--- config.mk ---
export PLATFORM = sky130hd
export DESIGN_NAME = mem_port_arbiter_flat
export DESIGN_NICKNAME = d
export VERILOG_FILES = /design/src/rtl/mem_arb_pkg.sv /design/src/rtl/mem_port_arbiter_if.sv /design/src/rtl/mem_arb_pick.sv /design/src/rtl/mem_port_arbiter.sv /design/src/flat_wrapper.sv
export SDC_FILE = /design/constraint.sdc
export NUM_CORES = 1
export LEC_CHECK = 0
export CAP_MARGIN = 20
export CORE_ASPECT_RATIO = 1.4
export CORE_MARGIN = 3
export CORE_UTILIZATION = 44
export DETAILED_ROUTE_END_ITERATION = 12
export PLACE_DENSITY = 0.92
export SETUP_SLACK_MARGIN = 0.2
export SKIP_CTS_REPAIR_TIMING = 1
export SKIP_LAST_GASP = 1
export SLEW_MARGIN = 20
export SYNTH_ARGS = -nofsm -noshare
export SYNTH_HDL_FRONTEND = slang
export SYNTH_SLANG_ARGS = --single-unit
--- constraint.sdc ---
create_clock -name i_clk -period 2.9 [get_ports i_clk]
set_input_delay 0.29 -clock i_clk [delete_from_list [all_inputs] [get_ports i_clk]]
set_output_delay 0.29 -clock i_clk [all_outputs]
set_load 0.02 [all_outputs]
--- src/rtl/mem_arb_pkg.sv ---
// Shared types and helpers for the memory port arbiter.
//   state_t : arbiter FSM state encodings
//   owner_t : grant owner encodings (CPU / external port)
//   cnt_width() : counter width for a given maximum value (minimum 1 bit)
package mem_arb_pkg;

  typedef enum logic [1:0] {
    IDLE  = 2'd0,
    ISSUE = 2'd1,
    WAIT  = 2'd2,
    DONE  = 2'd3
  } state_t;

  typedef enum logic {
    OWN_CPU = 1'b0,
    OWN_EXT = 1'b1
  } owner_t;

  localparam int unsigned ADDR_W_DEF     = 16;
  localparam int unsigned DATA_W_DEF     = 16;
  localparam int unsigned MEM_LAT_DEF    = 2;
  localparam int unsigned STARVE_MAX_DEF = 4;

  // Bits needed to hold 0..max_val, never less than one.
  function automatic int unsigned cnt_width(input int unsigned max_val);
    return (max_val < 2) ? 1 : $clog2(max_val + 1);
  endfunction

endpackage

--- src/rtl/mem_port_arbiter_if.sv ---
// Bus bundle between the two requesters, the memory and the arbiter.
//   master : requester/memory side (drives req fields and mem_rdata)
//   slave  : arbiter side (drives acks, read data, stall, memory strobes, owner)
interface mem_port_arbiter_if #(
  parameter int unsigned ADDR_W = 16,
  parameter int unsigned DATA_W = 16
);

  logic              cpu_req;
  logic              cpu_we;
  logic [ADDR_W-1:0] cpu_addr;
  logic [DATA_W-1:0] cpu_wdata;
  logic              cpu_ack;
  logic [DATA_W-1:0] cpu_rdata;
  logic              cpu_stall;

  logic              ext_req;
  logic              ext_we;
  logic [ADDR_W-1:0] ext_addr;
  logic [DATA_W-1:0] ext_wdata;
  logic              ext_ack;
  logic [DATA_W-1:0] ext_rdata;

  logic              mem_en;
  logic              mem_we;
  logic [ADDR_W-1:0] mem_addr;
  logic [DATA_W-1:0] mem_wdata;
  logic [DATA_W-1:0] mem_rdata;

  logic              owner;

  modport master (
    output cpu_req, cpu_we, cpu_addr, cpu_wdata,
    output ext_req, ext_we, ext_addr, ext_wdata,
    output mem_rdata,
    input  cpu_ack, cpu_rdata, cpu_stall,
    input  ext_ack, ext_rdata,
    input  mem_en, mem_we, mem_addr, mem_wdata,
    input  owner
  );

  modport slave (
    input  cpu_req, cpu_we, cpu_addr, cpu_wdata,
    input  ext_req, ext_we, ext_addr, ext_wdata,
    input  mem_rdata,
    output cpu_ack, cpu_rdata, cpu_stall,
    output ext_ack, ext_rdata,
    output mem_en, mem_we, mem_addr, mem_wdata,
    output owner
  );

endinterface

--- src/rtl/mem_arb_pick.sv ---
// Priority decision plus starvation counter for the memory port arbiter.
//   i_clk, i_rst      : clock, async active-high reset
//   i_cpu_req/ext_req : pending requests
//   i_eval            : high while the arbiter is in IDLE and may grant
//   o_grant_valid_c   : a grant is made this cycle (combinational)
//   o_grant_owner_c   : winner of this cycle's arbitration (combinational)
module mem_arb_pick
  import mem_arb_pkg::*;
#(
  parameter int unsigned STARVE_MAX = STARVE_MAX_DEF
) (
  input  logic   i_clk,
  input  logic   i_rst,
  input  logic   i_cpu_req,
  input  logic   i_ext_req,
  input  logic   i_eval,
  output logic   o_grant_valid_c,
  output owner_t o_grant_owner_c
);

  localparam int unsigned CNT_W = cnt_width(STARVE_MAX);

  logic [CNT_W-1:0] r_starve_cnt;
  logic             w_starved;
  logic             w_ext_wins;

  assign w_starved       = (r_starve_cnt == CNT_W'(STARVE_MAX));
  // CPU has priority unless ext has lost STARVE_MAX arbitrations in a row.
  assign w_ext_wins      = i_ext_req & (~i_cpu_req | w_starved);
  assign o_grant_valid_c = i_eval & (i_cpu_req | i_ext_req);
  assign o_grant_owner_c = w_ext_wins ? OWN_EXT : OWN_CPU;

  // Count CPU wins that left ext waiting; saturate, clear on ext grant.
  always_ff @(posedge i_clk or posedge i_rst) begin
    if (i_rst) begin
      r_starve_cnt <= '0;
    end else if (o_grant_valid_c) begin
      if (w_ext_wins) begin
        r_starve_cnt <= '0;
      end else if (i_ext_req && !w_starved) begin
        r_starve_cnt <= r_starve_cnt + CNT_W'(1);
      end
    end
  end

endmodule

--- src/rtl/mem_port_arbiter.sv ---
// Shares one memory port between the CPU datapath and an external requester.
// Serialises transactions, absorbs the fixed memory read latency and stalls
// the CPU until its access completes.
//   i_clk, i_rst : clock, async active-high reset
//   io_bus       : slave side of mem_port_arbiter_if (requests, acks, read
//                  data, cpu_stall, memory strobes, owner)
module mem_port_arbiter
  import mem_arb_pkg::*;
#(
  parameter int unsigned ADDR_W     = ADDR_W_DEF,
  parameter int unsigned DATA_W     = DATA_W_DEF,
  parameter int unsigned MEM_LAT    = MEM_LAT_DEF,
  parameter int unsigned STARVE_MAX = STARVE_MAX_DEF
) (
  input  logic                i_clk,
  input  logic                i_rst,
  mem_port_arbiter_if.slave   io_bus
);

  localparam int unsigned WAIT_W = cnt_width(MEM_LAT - 1);

  state_t            r_state;
  owner_t            r_owner;
  logic              r_we;
  logic [ADDR_W-1:0] r_addr;
  logic [DATA_W-1:0] r_wdata;
  logic [DATA_W-1:0] r_rdata_q;
  logic [WAIT_W-1:0] r_wait_cnt;
  logic              r_mem_en;
  logic              r_mem_we;
  logic [ADDR_W-1:0] r_mem_addr;
  logic [DATA_W-1:0] r_mem_wdata;
  logic              r_cpu_ack;
  logic              r_ext_ack;

  logic              w_eval;
  logic              w_grant_valid;
  owner_t            w_grant_owner;
  logic              w_win_ext;
  logic              w_win_we;
  logic [ADDR_W-1:0] w_win_addr;
  logic [DATA_W-1:0] w_win_wdata;

  assign w_eval = (r_state == IDLE);

  mem_arb_pick #(
    .STARVE_MAX (STARVE_MAX)
  ) u_pick (
    .i_clk           (i_clk),
    .i_rst           (i_rst),
    .i_cpu_req       (io_bus.cpu_req),
    .i_ext_req       (io_bus.ext_req),
    .i_eval          (w_eval),
    .o_grant_valid_c (w_grant_valid),
    .o_grant_owner_c (w_grant_owner)
  );

  // Request fields of the arbitration winner.
  assign w_win_ext   = (w_grant_owner == OWN_EXT);
  assign w_win_we    = w_win_ext ? io_bus.ext_we    : io_bus.cpu_we;
  assign w_win_addr  = w_win_ext ? io_bus.ext_addr  : io_bus.cpu_addr;
  assign w_win_wdata = w_win_ext ? io_bus.ext_wdata : io_bus.cpu_wdata;

  // Transaction FSM; memory strobes and acks are registered so they are
  // valid exactly in the ISSUE and DONE cycles respectively.
  always_ff @(posedge i_clk or posedge i_rst) begin
    if (i_rst) begin
      r_state     <= IDLE;
      r_owner     <= OWN_CPU;
      r_we        <= 1'b0;
      r_addr      <= '0;
      r_wdata     <= '0;
      r_rdata_q   <= '0;
      r_wait_cnt  <= '0;
      r_mem_en    <= 1'b0;
      r_mem_we    <= 1'b0;
      r_mem_addr  <= '0;
      r_mem_wdata <= '0;
      r_cpu_ack   <= 1'b0;
      r_ext_ack   <= 1'b0;
    end else begin
      r_mem_en    <= 1'b0;
      r_mem_we    <= 1'b0;
      r_mem_addr  <= '0;
      r_mem_wdata <= '0;
      r_cpu_ack   <= 1'b0;
      r_ext_ack   <= 1'b0;

      case (r_state)
        IDLE: begin
          if (w_grant_valid) begin
            r_owner     <= w_grant_owner;
            r_we        <= w_win_we;
            r_addr      <= w_win_addr;
            r_wdata     <= w_win_wdata;
            r_mem_en    <= 1'b1;
            r_mem_we    <= w_win_we;
            r_mem_addr  <= w_win_addr;
            r_mem_wdata <= w_win_wdata;
            r_state     <= ISSUE;
          end
        end

        ISSUE: begin
          if (r_we) begin
            // Write commits during ISSUE; acknowledge next cycle.
            r_cpu_ack <= (r_owner == OWN_CPU);
            r_ext_ack <= (r_owner == OWN_EXT);
            r_state   <= DONE;
          end else begin
            r_wait_cnt <= WAIT_W'(MEM_LAT - 1);
            r_state    <= WAIT;
          end
        end

        WAIT: begin
          if (r_wait_cnt == '0) begin
            r_rdata_q <= io_bus.mem_rdata;
            r_cpu_ack <= (r_owner == OWN_CPU);
            r_ext_ack <= (r_owner == OWN_EXT);
            r_state   <= DONE;
          end else begin
            r_wait_cnt <= r_wait_cnt - WAIT_W'(1);
          end
        end

        DONE: begin
          r_state <= IDLE;
        end

        default: begin
          r_state <= IDLE;
        end
      endcase
    end
  end

  assign io_bus.cpu_ack   = r_cpu_ack;
  assign io_bus.ext_ack   = r_ext_ack;
  assign io_bus.cpu_rdata = r_rdata_q;
  assign io_bus.ext_rdata = r_rdata_q;
  // Only combinational output: lets the control FSM hold in the same cycle.
  assign io_bus.cpu_stall = io_bus.cpu_req & ~r_cpu_ack;
  assign io_bus.mem_en    = r_mem_en;
  assign io_bus.mem_we    = r_mem_we;
  assign io_bus.mem_addr  = r_mem_addr;
  assign io_bus.mem_wdata = r_mem_wdata;
  assign io_bus.owner     = r_owner;

endmodule

--- src/flat_wrapper.sv ---
// flat-port wrapper written by rule: the top's interface ports become plain ports
module mem_port_arbiter_flat import mem_arb_pkg::*;
#(
  parameter int unsigned ADDR_W     = ADDR_W_DEF,
  parameter int unsigned DATA_W     = DATA_W_DEF,
  parameter int unsigned MEM_LAT    = MEM_LAT_DEF,
  parameter int unsigned STARVE_MAX = STARVE_MAX_DEF
)
  (i_clk, i_rst, io_bus_cpu_req, io_bus_cpu_we, io_bus_cpu_addr, io_bus_cpu_wdata, io_bus_ext_req, io_bus_ext_we, io_bus_ext_addr, io_bus_ext_wdata, io_bus_mem_rdata, io_bus_cpu_ack, io_bus_cpu_rdata, io_bus_cpu_stall, io_bus_ext_ack, io_bus_ext_rdata, io_bus_mem_en, io_bus_mem_we, io_bus_mem_addr, io_bus_mem_wdata, io_bus_owner);
  mem_port_arbiter_if #(.ADDR_W(ADDR_W), .DATA_W(DATA_W)) io_bus_i ();
  input  logic i_clk;
  input  logic i_rst;
  input wire logic [$bits(io_bus_i.cpu_req)-1:0] io_bus_cpu_req;
  input wire logic [$bits(io_bus_i.cpu_we)-1:0] io_bus_cpu_we;
  input wire logic [$bits(io_bus_i.cpu_addr)-1:0] io_bus_cpu_addr;
  input wire logic [$bits(io_bus_i.cpu_wdata)-1:0] io_bus_cpu_wdata;
  input wire logic [$bits(io_bus_i.ext_req)-1:0] io_bus_ext_req;
  input wire logic [$bits(io_bus_i.ext_we)-1:0] io_bus_ext_we;
  input wire logic [$bits(io_bus_i.ext_addr)-1:0] io_bus_ext_addr;
  input wire logic [$bits(io_bus_i.ext_wdata)-1:0] io_bus_ext_wdata;
  input wire logic [$bits(io_bus_i.mem_rdata)-1:0] io_bus_mem_rdata;
  output wire logic [$bits(io_bus_i.cpu_ack)-1:0] io_bus_cpu_ack;
  output wire logic [$bits(io_bus_i.cpu_rdata)-1:0] io_bus_cpu_rdata;
  output wire logic [$bits(io_bus_i.cpu_stall)-1:0] io_bus_cpu_stall;
  output wire logic [$bits(io_bus_i.ext_ack)-1:0] io_bus_ext_ack;
  output wire logic [$bits(io_bus_i.ext_rdata)-1:0] io_bus_ext_rdata;
  output wire logic [$bits(io_bus_i.mem_en)-1:0] io_bus_mem_en;
  output wire logic [$bits(io_bus_i.mem_we)-1:0] io_bus_mem_we;
  output wire logic [$bits(io_bus_i.mem_addr)-1:0] io_bus_mem_addr;
  output wire logic [$bits(io_bus_i.mem_wdata)-1:0] io_bus_mem_wdata;
  output wire logic [$bits(io_bus_i.owner)-1:0] io_bus_owner;
  assign io_bus_i.cpu_req = io_bus_cpu_req;
  assign io_bus_i.cpu_we = io_bus_cpu_we;
  assign io_bus_i.cpu_addr = io_bus_cpu_addr;
  assign io_bus_i.cpu_wdata = io_bus_cpu_wdata;
  assign io_bus_i.ext_req = io_bus_ext_req;
  assign io_bus_i.ext_we = io_bus_ext_we;
  assign io_bus_i.ext_addr = io_bus_ext_addr;
  assign io_bus_i.ext_wdata = io_bus_ext_wdata;
  assign io_bus_i.mem_rdata = io_bus_mem_rdata;
  assign io_bus_cpu_ack = io_bus_i.cpu_ack;
  assign io_bus_cpu_rdata = io_bus_i.cpu_rdata;
  assign io_bus_cpu_stall = io_bus_i.cpu_stall;
  assign io_bus_ext_ack = io_bus_i.ext_ack;
  assign io_bus_ext_rdata = io_bus_i.ext_rdata;
  assign io_bus_mem_en = io_bus_i.mem_en;
  assign io_bus_mem_we = io_bus_i.mem_we;
  assign io_bus_mem_addr = io_bus_i.mem_addr;
  assign io_bus_mem_wdata = io_bus_i.mem_wdata;
  assign io_bus_owner = io_bus_i.owner;
  mem_port_arbiter #(.ADDR_W(ADDR_W), .DATA_W(DATA_W), .MEM_LAT(MEM_LAT), .STARVE_MAX(STARVE_MAX)) u_core (.i_clk(i_clk), .i_rst(i_rst), .io_bus(io_bus_i));
endmodule
# == Word-level counts from Yosys, hierarchy flattened ==
# Index checks and enable logic that the tools add are counted.
# Widths: inputs -> output; s select.
# word_totals
ff_bits,60
latch_bits,0
mem_bits_rw,0
romBits,0
input_bits,86
output_inout_bits,70
word_cells,67
n_memories,0
# classes
add_sub_neg,2
n_mul,0
div_mod_pow,0
order_cmp,0
eq_ne,7
n_shift,0
mux,27
bitwise,9
n_reduce_logical,10
# ops
op,count
$mux 16,6
$mux 1,13
$reduce_and 2->1,5
$pmux 2 s4,1
$mux 3,2
$pmux 1 s2,3
$eq 2x2->1 const B,2
$mux 2,2
$ne 2x2->1 const B,2
$not 1->1,4
$reduce_bool 2->1,2
$add 3x1->3 const B,1
$and 1x1->1,3
$eq 3x3->1 const B,1
$eq 2x1->1 const B,1
$logic_not 2->1,1
$ne 2x1->1 const B,1
$or 1x1->1,2
$logic_and 1x1->1,1
$logic_not 1->1,1
$sub 1x1->1 const B,1

# == Longest topological paths before layout ==
# Gate-level depths: netlist of the first run.
# depth
ltp_word,7
mapped_depth,7

# == Hierarchy ==
# A second synthesis of the first run with hierarchy kept.
# hier_totals
hier_cells,217
hier_area_um2,2703.8
# modules_own_cells
module,n_inst,cells_per_inst,area_per_inst_um2,seq_area_each_um2
mem_port_arbiter,1,196,2506.2,1426.4
mem_arb_pick,1,21,197.7,75.1

# == Least setup slack after synthesis of the first run ==
# No wires, ideal clock.
# synth_timing
path_kind,flip-flop to flip-flop
from,register u_core.r_state[0]
to,"register u_core.r_rdata_q[0], in the netlist u_core.io_bus.cpu_rdata[0]"
setup_time_ps,125
arrival_ps,1378
required_time_ps,2775
path_slack_ps,1397
path_stages_with_launch,7
n_path_buf,2
period_less_slack_ps,1503
path_cell_list,dfrtp_1 -> inv_1 -> ha_1 -> nor2b_2 -> buf_6 -> buf_6 -> mux2_4
# synth_between
elab_chain_cells,2
# synth_rtl
element,line,rtl
from (decl),mem_port_arbiter.sv:22,state_t r_state;
from (signal assigned),mem_port_arbiter.sv:68,r_state <= IDLE;
from (signal assigned),mem_port_arbiter.sv:100,r_state <= ISSUE;
from (signal assigned),mem_port_arbiter.sv:109,r_state <= DONE;
$eq 2x2->1,mem_port_arbiter.sv:89,case (r_state)
$reduce_and 2->1 (no line),--,
to (signal assigned),mem_port_arbiter.sv:118,r_rdata_q <= io_bus.mem_rdata;
to (decl),mem_port_arbiter.sv:27,logic [DATA_W-1:0] r_rdata_q;
# No other way between the ends.
# A chain may end at the register's enable or synchronous reset.

# == Worst setup path after layout of the first run ==
# layout_timing
from,input port io_bus_cpu_req
to,output port io_bus_cpu_stall
# layout_between
elab_chain_cells,1
# layout_rtl
element,line,rtl
from (decl),flat_wrapper.sv:13,input wire logic [$bits(io_bus_i.cpu_req)-1:0] io_bus_cpu_req;
$and 1x1->1,mem_port_arbiter.sv:143,assign io_bus.cpu_stall = io_bus.cpu_req & ~r_cpu_ack;
to (decl),flat_wrapper.sv:24,output wire logic [$bits(io_bus_i.cpu_stall)-1:0] io_bus_cpu_stall;
# No other way between the ends.

==> summary.md, run 1 <==
| Metric | Value |
|---|---|
| Status | completed |
| Sum Neg Setup Slack | 0 ns |
| Die Width | 77.05 um |
| Asr flop ratio synth | 1.000 |
| Arr. time, crit path | 1.79 ns |
| Share of the synthesized area in compound gates (AO/OA/AOI/OAI) | 0.1803 |
| Clock-pin slew of the registers on the worst-case setup and hold paths | 0.07 ns |
| Dominant cells by area after synthesis | sky130_fd_sc_hd__dfrtp_1 (48%), sky130_fd_sc_hd__nand3_2 (9.7%), sky130_fd_sc_hd__a21oi_2 (8.2%) |
| Critical Path Start | io_bus_cpu_req |
| Crit. End Element | output port |
| Average wire length per cell after detail routing | 15.52 um |
| Power density cells | 880.9 nW/um2 |
| Number of vias in the routed layout | 2,458 |
| Vias in the first global route | 2,535 |
| Register area share after synthesis | 0.4829 |
| Post-synthesis mux area share | 0.07364 |
| Avg Inst Size Synth | 12.15 um2 |
| # Max-Cap Violations | 0 |
| Sum of routed wire length over all layers | 7.603 mm |
| Top cells by count, synth | sky130_fd_sc_hd__dfrtp_1 (60), sky130_fd_sc_hd__o21ai_1 (31), sky130_fd_sc_hd__nand3_2 (30) |
| Main combinational cell family by area after synthesis | compound AO/OA/AOI/OAI gates |
| Setup repair after global routing missed its margin | no |
| Path class of the lowest-slack min-delay path | input port to async pin |
| Crit path top cell by count | sky130_fd_sc_hd__clkdlybuf4s50_1 |
| Antenna diodes | 0 |
| Total number of H-tree levels | 3 |
| Number of sinks driven by the clock tree | 60 |
| Gr ovfl total | 0 |
| Largest voltage drop on the vdd net | 0.3712 mV |
| Initial standard-cell utilization of the core | 0.4641 |
| Critical setup path kind | input port to output port |
| Number of antenna violations at the first check in global routing | 0 |
| Crit Reg-Reg Startpoint | u_core.u_pick.r_starve_cnt[0]$_DFFE_PP0P_ |
| Routability cong. | 0.6920 |
| Area fraction in and, or, nand and nor cells after synthesis | 0.1284 |
| Top-level I/O count | 156 |
| Wire length of the first global-routing pass | 12.16 mm |
| Skew final | 0.008450 ns |
| Post-layout utilization of the core | 0.7042 |
| Longest individual stage delay on the worst path | 0.65 ns |
| Pin count of the biggest net entering global routing | 61 |
| XOR/XNOR share of the synthesized area | 0 |
| Worst Path Max Fanout | 6 |
| Area growth, synth to finish | 51.75% |
| Ratio of cells with drive above 1 in the final layout | 0.2613 |
| Core Rows | 35 |
| DR pass1 iterations | 6 |
| Worst setup SP type | input port |
| EDFF count, synth | 0 |
| Crit-path cells | clkdlybuf4s50_1, nor2b_1, clkdlybuf4s50_1 |
| Synth Cell Area | 3109 um2 |
| Yosys top cell by area | sky130_fd_sc_hd__dfrtp_1 |
| Ratio of final minimum period to clock period | 0.7161 |
| Vias per inst | 5.016 |
| Clock tree from TritonCTS | done |
| Fin nets | 484 |
| Port Buffer Count | 155 |
| Final worst hold slack | 0.3238 ns |
| Fraction of synthesized cell area taken by the top area cell type | 0.4829 |
| Die Y | 105.5 um |
| Residual DRC count | 0 |
| Total count of max-transition violations in the final report | 0 |
| Synth Area in Adders | 0.02012 |
| Non-filler instance count after layout | 490 |
| Library cell contributing the largest single delay on the critical path | sky130_fd_sc_hd__clkdlybuf4s50_1 |
| Global Route Usage Sum | 0.1904 |
| Instance count after placement with tap cells included | 474 |
| Nets in the synthesized netlist | 347 |
| Initial DRC Count | 90 |
| Placeable core area | 6700 um2 |
| Number of hold violations in the final report | 0 |
| Worst Max-Slew Pin Slew | 0.9435 ns |
| Post-synth top flop | sky130_fd_sc_hd__dfrtp_1 |
| Number of distinct standard cells referenced by the synthesized netlist | 32 |
| Worst max-slew margin expressed relative to the limit | 0.3703 |
| Synth Instances | 256 |
| Data required time at the worst endpoint | 2.61 ns |
| Warning count from the yosys run | 0 |
| Number of routed nets with antenna violations | 0 |
| Die Area | 8126 um2 |
| Half-perimeter wire length after placement | 5.749 mm |
| Synthesized flop and latch total | 60 |
| Leading cell type by number of instances after synthesis | sky130_fd_sc_hd__dfrtp_1 |
| Clock Root Buffer | sky130_fd_sc_hd__clkbuf_8 |
| Final Critical Period | 2.077 ns |
| Post-placement setup slack | 0.7739 ns |
| Crit path setup slack, layout | 0.8232 ns |
| Number of buffers on the longest clock path | 2 |
| Worst skew pair latency | 0.33 ns |
| Highest clock frequency the design can meet | 0.4815 GHz |
| Static leakage | 1.898 nW |
| Finish-stage setup viols | 0 |
| Number of buffers created by CTS | 9 |
==> flip-flops by register name (all words and copies together), names as in the netlist, 2 cells and up <==
signal,cells
u_core.u_pick.r_starve_cnt,3
u_core.io_bus.cpu_rdata,16
u_core.r_state,2
u_core.io_bus.mem_addr,16
u_core.io_bus.mem_wdata,16
==> cell type report <==
class	instances	area (um2)
Clock buffer	11	131.4
Clock inverter	5	52.55
Fill cell	502	1982
Inverter	8	30.03
Multi-Input combinational cell	153	1259
Sequential cell	60	1501
Tap cell	92	115.1
Timing Repair Buffer	161	1629
==> per-layer routing <==
layer	vias up	wire (um)	track usage
li1	1153	-	-
met1	1180	2940	0.2023
met2	116	3934	0.3441
met3	9	627	0.06838
met4	0	100	0.06743
met5	-	0	0
==> worst paths after layout <==
path                                                           to  slack, ns  cells past startpoint
min in group i_clk           u_core.io_bus.mem_wdata[8]$_DFF_PP0_       0.34                      3
setup reg to reg              u_core.io_bus.mem_addr[0]$_DFF_PP0_       1.04                      6
max in group asynchronous     u_core.io_bus.mem_addr[0]$_DFF_PP0_       2.30                      3
setup / recovery                                 io_bus_cpu_stall       0.82                      3
hold / removal             u_core.io_bus.cpu_rdata[2]$_DFFE_PP0P_       0.32                      3
hold reg to reg                   u_core.io_bus.cpu_ack$_DFF_PP0_       0.46                      1
==> power by group <==
part | internal [mW] | switching (mW) | total [mW]
registers | 1.12 | 0.171 | 1.29
clock network | 0.393 | 0.317 | 0.710
logic | 1.09 | 1.07 | 2.16
total | 2.60 | 1.56 | 4.16
==> cells in the final DEF (no fill, tap or decap), types with 2 or more instances in the layout <==
cell type / instances
sky130_fd_sc_hd__a21oi_2: 29
sky130_fd_sc_hd__inv_1: 6
sky130_fd_sc_hd__nand2_1: 5
sky130_fd_sc_hd__mux2_4: 10
sky130_fd_sc_hd__clkbuf_8: 9
sky130_fd_sc_hd__mux2_2: 7
sky130_fd_sc_hd__a31oi_1: 2
sky130_fd_sc_hd__inv_2: 2
sky130_fd_sc_hd__nand3_2: 30
sky130_fd_sc_hd__clkbuf_1: 2
sky130_fd_sc_hd__a21oi_1: 5
sky130_fd_sc_hd__a22o_1: 2
sky130_fd_sc_hd__nor2_1: 6
sky130_fd_sc_hd__dfrtp_1: 60
sky130_fd_sc_hd__clkdlybuf4s50_1: 154
sky130_fd_sc_hd__buf_4: 3
sky130_fd_sc_hd__clkinv_2: 3
sky130_fd_sc_hd__ha_1: 5
sky130_fd_sc_hd__o21ai_0: 5
sky130_fd_sc_hd__buf_12: 3
sky130_fd_sc_hd__nand3_1: 4
sky130_fd_sc_hd__o21ai_1: 31
==> worst max-delay path, delay by kind of cell <==
family	cells	cell delay (ns)
buffers and inverters	2	1.28
AND/OR/NAND/NOR	1	0.21
==> logic make-up after synthesis <==
group / after synthesis
AO/OA/AOI/OAI: 81
adder cells (fa/ha/maj): 5
buffers and inverters: 43
flip-flops: 60
multiplexers: 17
AND/OR/NAND/NOR: 50
==> stage by stage <==
stage | instance area [um2] | power (mW)
floorplan | 3109 | 2.676
global placement | 4534 | 3.404
detailed placement | 4534 | 3.481
CTS | 4718 | 4.196
global route | 4718 | 4.364
finish | 4718 | 4.156
Note: power is estimated with default switching activity, not from simulation.
==> run 2: changes to the inputs <==
--- a/config.mk
+++ b/config.mk
@@ -8,9 +8,9 @@
 export CAP_MARGIN = 20
 export CORE_ASPECT_RATIO = 1.4
 export CORE_MARGIN = 3
-export CORE_UTILIZATION = 44
+export CORE_UTILIZATION = 40
 export DETAILED_ROUTE_END_ITERATION = 12
-export PLACE_DENSITY = 0.92
+export PLACE_DENSITY = 0.85
 export SETUP_SLACK_MARGIN = 0.2
 export SKIP_CTS_REPAIR_TIMING = 1
 export SKIP_LAST_GASP = 1
==> constraint.sdc (replaced) <==
create_clock -name i_clk -period 2.09 [get_ports i_clk]
set_input_delay 0.209 -clock i_clk [delete_from_list [all_inputs] [get_ports i_clk]]
set_output_delay 0.209 -clock i_clk [all_outputs]
set_load 0.02 [all_outputs]
==> summary.md, run 2 (synthesized netlist as in run 1, its figures left out) <==
| Metric | Value |
|---|---|
| Average wire length per cell after detail routing | 15.24 um |
| Vias per inst | 4.893 |
| # Max-Cap Violations | 0 |
| Antenna diodes | 0 |
| Number of antenna violations at the first check in global routing | 0 |
| Total number of H-tree levels | 3 |
| Area growth, synth to finish | 53.40% |
| Worst hold path depth | 3 |
| Die Area | 8882 um2 |
| Leading cell type in the layout, fill and taps excluded | sky130_fd_sc_hd__clkdlybuf4s50_1 |
| Worst setup SP type | input port |
| Number of buffers created by CTS | 9 |
| Highest clock frequency the design can meet | 0.5857 GHz |
| Power density cells | 1210 nW/um2 |
| Largest voltage drop on the vdd net | 0.7063 mV |
| Wire length of the first global-routing pass | 11.61 mm |
| Finish-stage setup viols | 0 |
| Gr ovfl total | 0 |
| Number of vias in the routed layout | 2,432 |
| Port Buffer Count | 155 |
| Final worst hold slack | 0.2090 ns |
| Arr. time, crit path | 1.50 ns |
| Core Rows | 37 |
| Final design instance area without fill | 4770 um2 |
| Number of sinks driven by the clock tree | 60 |
| Final Critical Period | 1.707 ns |
| Fin nets | 486 |
| Worst reg-to-reg path cell count | 5 |
| Post-layout utilization of the core | 0.6399 |
| Crit. End Element | output port |
| Clock Root Buffer | sky130_fd_sc_hd__clkbuf_8 |
| Static leakage | 1.924 nW |
| Critical setup path kind | input port to output port |
| Status | completed |
| Clock tree from TritonCTS | done |
| Half-perimeter wire length after placement | 5.558 mm |
| Power, Total | 5.770 mW |
| Post-DP Area | 4581 um2 |
| Total count of max-transition violations in the final report | 0 |
| Vias in the first global route | 2,377 |
| Initial standard-cell utilization of the core | 0.4172 |
| Ratio of cells with drive above 1 in the final layout | 0.2675 |
| Sum of routed wire length over all layers | 7.572 mm |
| Pin count of the biggest net entering global routing | 61 |
| Crit path setup slack, layout | 0.3827 ns |
| Worst max-slew margin expressed relative to the limit | 0.4944 |
| Setup repair after global routing missed its margin | no |
| Clock-pin slew of the registers on the worst-case setup and hold paths | 0.07 ns |
| Ratio of final minimum period to clock period | 0.8169 |
| Worst Max-Slew Pin Slew | 0.7576 ns |
| Met3 wire length | 782 um |
| Skew final | 0.008580 ns |
| Die Y | 110.3 um |
| Commonest cells after routing, fill and taps aside | sky130_fd_sc_hd__clkdlybuf4s50_1 (154), sky130_fd_sc_hd__dfrtp_1 (60), sky130_fd_sc_hd__o21ai_1 (31) |
| Number of hold violations in the final report | 0 |
| Die Width | 80.52 um |
| Global Route Usage Sum | 0.1704 |
| Top Metal Used | met4 |
| Worst Path Max Fanout | 3 |
| Met1 wire length | 2.787 mm |
| Data required time at the worst endpoint | 1.88 ns |
| Top-level I/O count | 156 |
| Routability cong. | 0.6843 |
| Post-placement setup slack | 0.2891 ns |
| Path class of the lowest-slack min-delay path | input port to register |
| Number of buffers on the longest clock path | 2 |
| Number of routed nets with antenna violations | 0 |
| Initial DRC Count | 74 |
| Met2 layer wire length in the routed design | 3.939 mm |
| DR pass1 iterations | 4 |
| Instance count after placement with tap cells included | 481 |
| Placeable core area | 7453 um2 |
| Sum Neg Setup Slack | 0 ns |
| Filler cell count in the final layout | 608 |
| Non-filler instance count after layout | 497 |
| Worst skew pair latency | 0.33 ns |
| Residual DRC count | 0 |
run 2: final timing paths:
check	startpoint	to	slack [ns]
worst min register to register	u_core.io_bus.owner$_DFFE_PP0P_	u_core.io_bus.cpu_ack$_DFF_PP0_	0.46
min in group asynchronous	i_rst	u_core.io_bus.mem_wdata[9]$_DFF_PP0_	0.26
worst min-delay path	io_bus_ext_req	u_core.io_bus.mem_wdata[11]$_DFF_PP0_	0.21
worst max-delay path	io_bus_cpu_req	io_bus_cpu_stall	0.38
worst max register to register	u_core.r_state[0]$_DFFE_PP0P_	u_core.io_bus.cpu_rdata[9]$_DFFE_PP0P_	0.43
max in group asynchronous	i_rst	u_core.io_bus.mem_wdata[2]$_DFF_PP0_	1.57
run 2: where the power goes:
part	internal [mW]	switching, mW	leakage (nW)
sequential	1.55	0.231	0.773
clock	0.540	0.432	0.0996
combinational	1.53	1.49	1.05
run 2: worst max-delay path: stages:
cell and delay [ns]:
sky130_fd_sc_hd__clkdlybuf4s50_1 0.51, sky130_fd_sc_hd__nor2b_1 0.16, sky130_fd_sc_hd__clkdlybuf4s50_1 0.61
run 2: layout make-up:
class,instances,area (um2),share of cell area
multi-input combinational,153,1265,0.2652
sequential,60,1501,0.3148
tap,97,121.4,0.02545
inverter,8,30.03,0.006296
timing repair buffer,163,1669,0.3499
clock buffer,10,127.6,0.02676
clock inverter,6,55.05,0.01154
run 2: routing by layer:
layer | global-route usage | vias to the layer above
met2 | 0.3063 | 110
met3 | 0.07073 | 8
met1 | 0.1805 | 1157
met5 | 0 | -
met4 | 0.05072 | 0
li1 | - | 1157
==> run 3: changes to the inputs <==
--- a/config.mk
+++ b/config.mk
@@ -8,9 +8,9 @@
 export CAP_MARGIN = 20
 export CORE_ASPECT_RATIO = 1.4
 export CORE_MARGIN = 3
-export CORE_UTILIZATION = 40
+export CORE_UTILIZATION = 37
 export DETAILED_ROUTE_END_ITERATION = 12
-export PLACE_DENSITY = 0.85
+export PLACE_DENSITY = 0.83
 export SETUP_SLACK_MARGIN = 0.2
 export SKIP_CTS_REPAIR_TIMING = 1
 export SKIP_LAST_GASP = 1
==> constraint.sdc (replaced) <==
create_clock -name i_clk -period 1.5 [get_ports i_clk]
set_input_delay 0.15 -clock i_clk [delete_from_list [all_inputs] [get_ports i_clk]]
set_output_delay 0.15 -clock i_clk [all_outputs]
set_load 0.02 [all_outputs]
==> summary.md, run 3 (synthesized netlist as in run 1, its figures left out) <==
| Metric | Value |
|---|---|
| Status | completed |
| Fin nets | 512 |
| Die Y | 114.5 um |
| Commonest cells after routing, fill and taps aside | sky130_fd_sc_hd__clkdlybuf4s50_1 (84), sky130_fd_sc_hd__dlymetal6s2s_1 (70), sky130_fd_sc_hd__dfrtp_1 (60) |
| Path class of the lowest-slack min-delay path | input port to register |
| Critical setup path kind | register to register |
| Largest voltage drop on the vdd net | 1.031 mV |
| Vias in the first global route | 2,544 |
| Antenna diodes | 0 |
| Port Buffer Count | 155 |
| Skew final | 0.006980 ns |
| Number of sinks driven by the clock tree | 60 |
| Area growth, synth to finish | 77.87% |
| DR pass1 iterations | 4 |
| Total net switching power | 3.299 mW |
| Die Width | 83.48 um |
| Highest clock frequency the design can meet | 0.6717 GHz |
| GR met2 Demand/Resource | 0.2821 |
| Non-filler instance count after layout | 526 |
| Crit path setup slack, layout | 0.01114 ns |
| Routability cong. | 0.7881 |
| Core Rows | 38 |
| Worst skew pair latency | 0.34 ns |
| Number of antenna violations at the first check in global routing | 0 |
| Half-perimeter wire length after placement | 5.806 mm |
| Worst setup SP type | register |
| Share of power burned in registers | 0.283 |
| Vias per inst | 4.960 |
| Final Critical Period | 1.489 ns |
| Filler cell count in the final layout | 542 |
| Crit. End Element | register |
| Die Area | 9555 um2 |
| Global Route Usage Sum | 0.1602 |
| Switching power share of the total | 0.3790 |
| Post-placement setup slack | -0.1044 ns |
| Top-level I/O count | 156 |
| Instance count after placement with tap cells included | 494 |
| Initial DRC Count | 103 |
| Most used routing layer | met2 |
| Number of routed nets with antenna violations | 0 |
| Finish-stage setup viols | 0 |
| Number of hold violations in the final report | 0 |
| Average wire length per cell after detail routing | 17.23 um |
| Sum Neg Setup Slack | 0 ns |
| Sum of routed wire length over all layers | 9.065 mm |
| Clock tree from TritonCTS | done |
| Clock Root Buffer | sky130_fd_sc_hd__clkbuf_8 |
| Worst Max-Slew Pin Slew | 0.4100 ns |
| Worst hold path depth | 3 |
| Placeable core area | 7940 um2 |
| Setup repair after global routing missed its margin | yes |
| Sequential standard cell area | 1501 um2 |
| Worst Path Max Fanout | 8 |
| Number of buffers created by CTS | 9 |
| Residual DRC count | 0 |
| Leading cell type in the layout, fill and taps excluded | sky130_fd_sc_hd__clkdlybuf4s50_1 |
| Total number of H-tree levels | 3 |
| Met1 global-route usage | 0.1758 |
| Clock-pin slew of the registers on the worst-case setup and hold paths | 0.06 ns |
| Final worst hold slack | 0.1645 ns |
| Number of vias in the routed layout | 2,609 |
| Initial standard-cell utilization of the core | 0.3916 |
| Total count of max-transition violations in the final report | 0 |
| Number of buffers on the longest clock path | 2 |
| Pin count of the biggest net entering global routing | 61 |
| Ratio of cells with drive above 1 in the final layout | 0.3779 |
| Data required time at the worst endpoint | 1.72 ns |
| Power density cells | 1574 nW/um2 |
| Worst max-slew margin expressed relative to the limit | 0.7266 |
| Arr. time, crit path | 1.70 ns |
| Internal power component | 5.406 mW |
| Wire length of the first global-routing pass | 12.14 mm |
| Static leakage | 3.073 nW |
| Relative contribution of combinational cells to total power | 0.556 |
| Clock power frac | 0.161 |
| Worst reg-to-reg path cell count | 5 |
| Global-route track usage on met3 | 0.06551 |
| Ratio of final minimum period to clock period | 0.9926 |
| # Max-Cap Violations | 0 |
| Area occupied by multi-input gates | 1465 um2 |
| Gr ovfl total | 0 |
## run 3: changes by cell type in the layout (fill, tap and decap cells not counted), sizes merged, moves of 2 or more
cell / before / now
buf: 9 / 28
clkinv: 5 / 3
dlymetal6s2s: 0 / 70
clkinvlp: 0 / 4
clkdlybuf4s50: 154 / 84
clkbuf: 10 / 16
## run 3: final cells by class
cell class / count / area share
clock buffers: 9 / 0.02240
clock inverters: 7 / 0.01222
inverters: 8 / 0.006109
multi-input cells: 153 / 0.2649
flip-flops and latches: 60 / 0.2715
well taps: 100 / 0.02262
repair buffers: 189 / 0.4002
## run 3: worst paths after layout
| kind | slack [ns] | from | end |
|---|---|---|---|
| min in group asynchronous | 0.24 | i_rst | u_core.io_bus.mem_wdata[12]$_DFF_PP0_ |
| max in group asynchronous | 0.98 | i_rst | u_core.u_pick.r_starve_cnt[0]$_DFFE_PP0P_ |
| max | 0.01 | u_core.r_state[0]$_DFFE_PP0P_ | u_core.io_bus.cpu_rdata[6]$_DFFE_PP0P_ |
| min reg2reg | 0.44 | u_core.io_bus.owner$_DFFE_PP0P_ | u_core.io_bus.cpu_ack$_DFF_PP0_ |
| max reg2reg | 0.01 | u_core.r_state[0]$_DFFE_PP0P_ | u_core.io_bus.cpu_rdata[6]$_DFFE_PP0P_ |
| min | 0.16 | io_bus_ext_req | u_core.io_bus.mem_we$_DFF_PP0_ |
## run 3: worst max-delay path, stage by stage, from the launching register on
cell	delay, ns
sky130_fd_sc_hd__dfrtp_1	0.39
sky130_fd_sc_hd__inv_2	0.09
sky130_fd_sc_hd__ha_4	0.13
sky130_fd_sc_hd__nor2b_4	0.25
sky130_fd_sc_hd__clkbuf_16	0.21
sky130_fd_sc_hd__mux2_4	0.30
## run 3: layer usage
layer,share of wire,up-vias
met5,0,-
met4,0.020,0
met3,0.087,15
met2,0.54,128
met1,0.36,1252
li1,-,1214
## run 3: metrics by stage
| stage | area [um2] | util | total power, mW |
|---|---|---|---|
| floorplan | 3127 | - | 5.201 |
| global placement | 4673 | 0.5886 | 6.795 |
| detailed placement | 4673 | 0.5886 | 6.894 |
| CTS | 4865 | 0.6127 | 8.322 |
| global route | 5530 | 0.6965 | 9.159 |
| finish | 5530 | 0.6965 | 8.705 |
## run 3: power groups by stage
| stage | Clock (mW) | Sequential (mW) | Combinational, mW |
|---|---|---|---|
| floorplan | 0 | 3.06 | 2.14 |
| global placement | 0 | 2.47 | 4.33 |
| detailed placement | 0 | 2.51 | 4.39 |
| CTS | 1.44 | 2.48 | 4.41 |
| global route | 1.51 | 2.54 | 5.11 |
| finish | 1.40 | 2.47 | 4.84 |
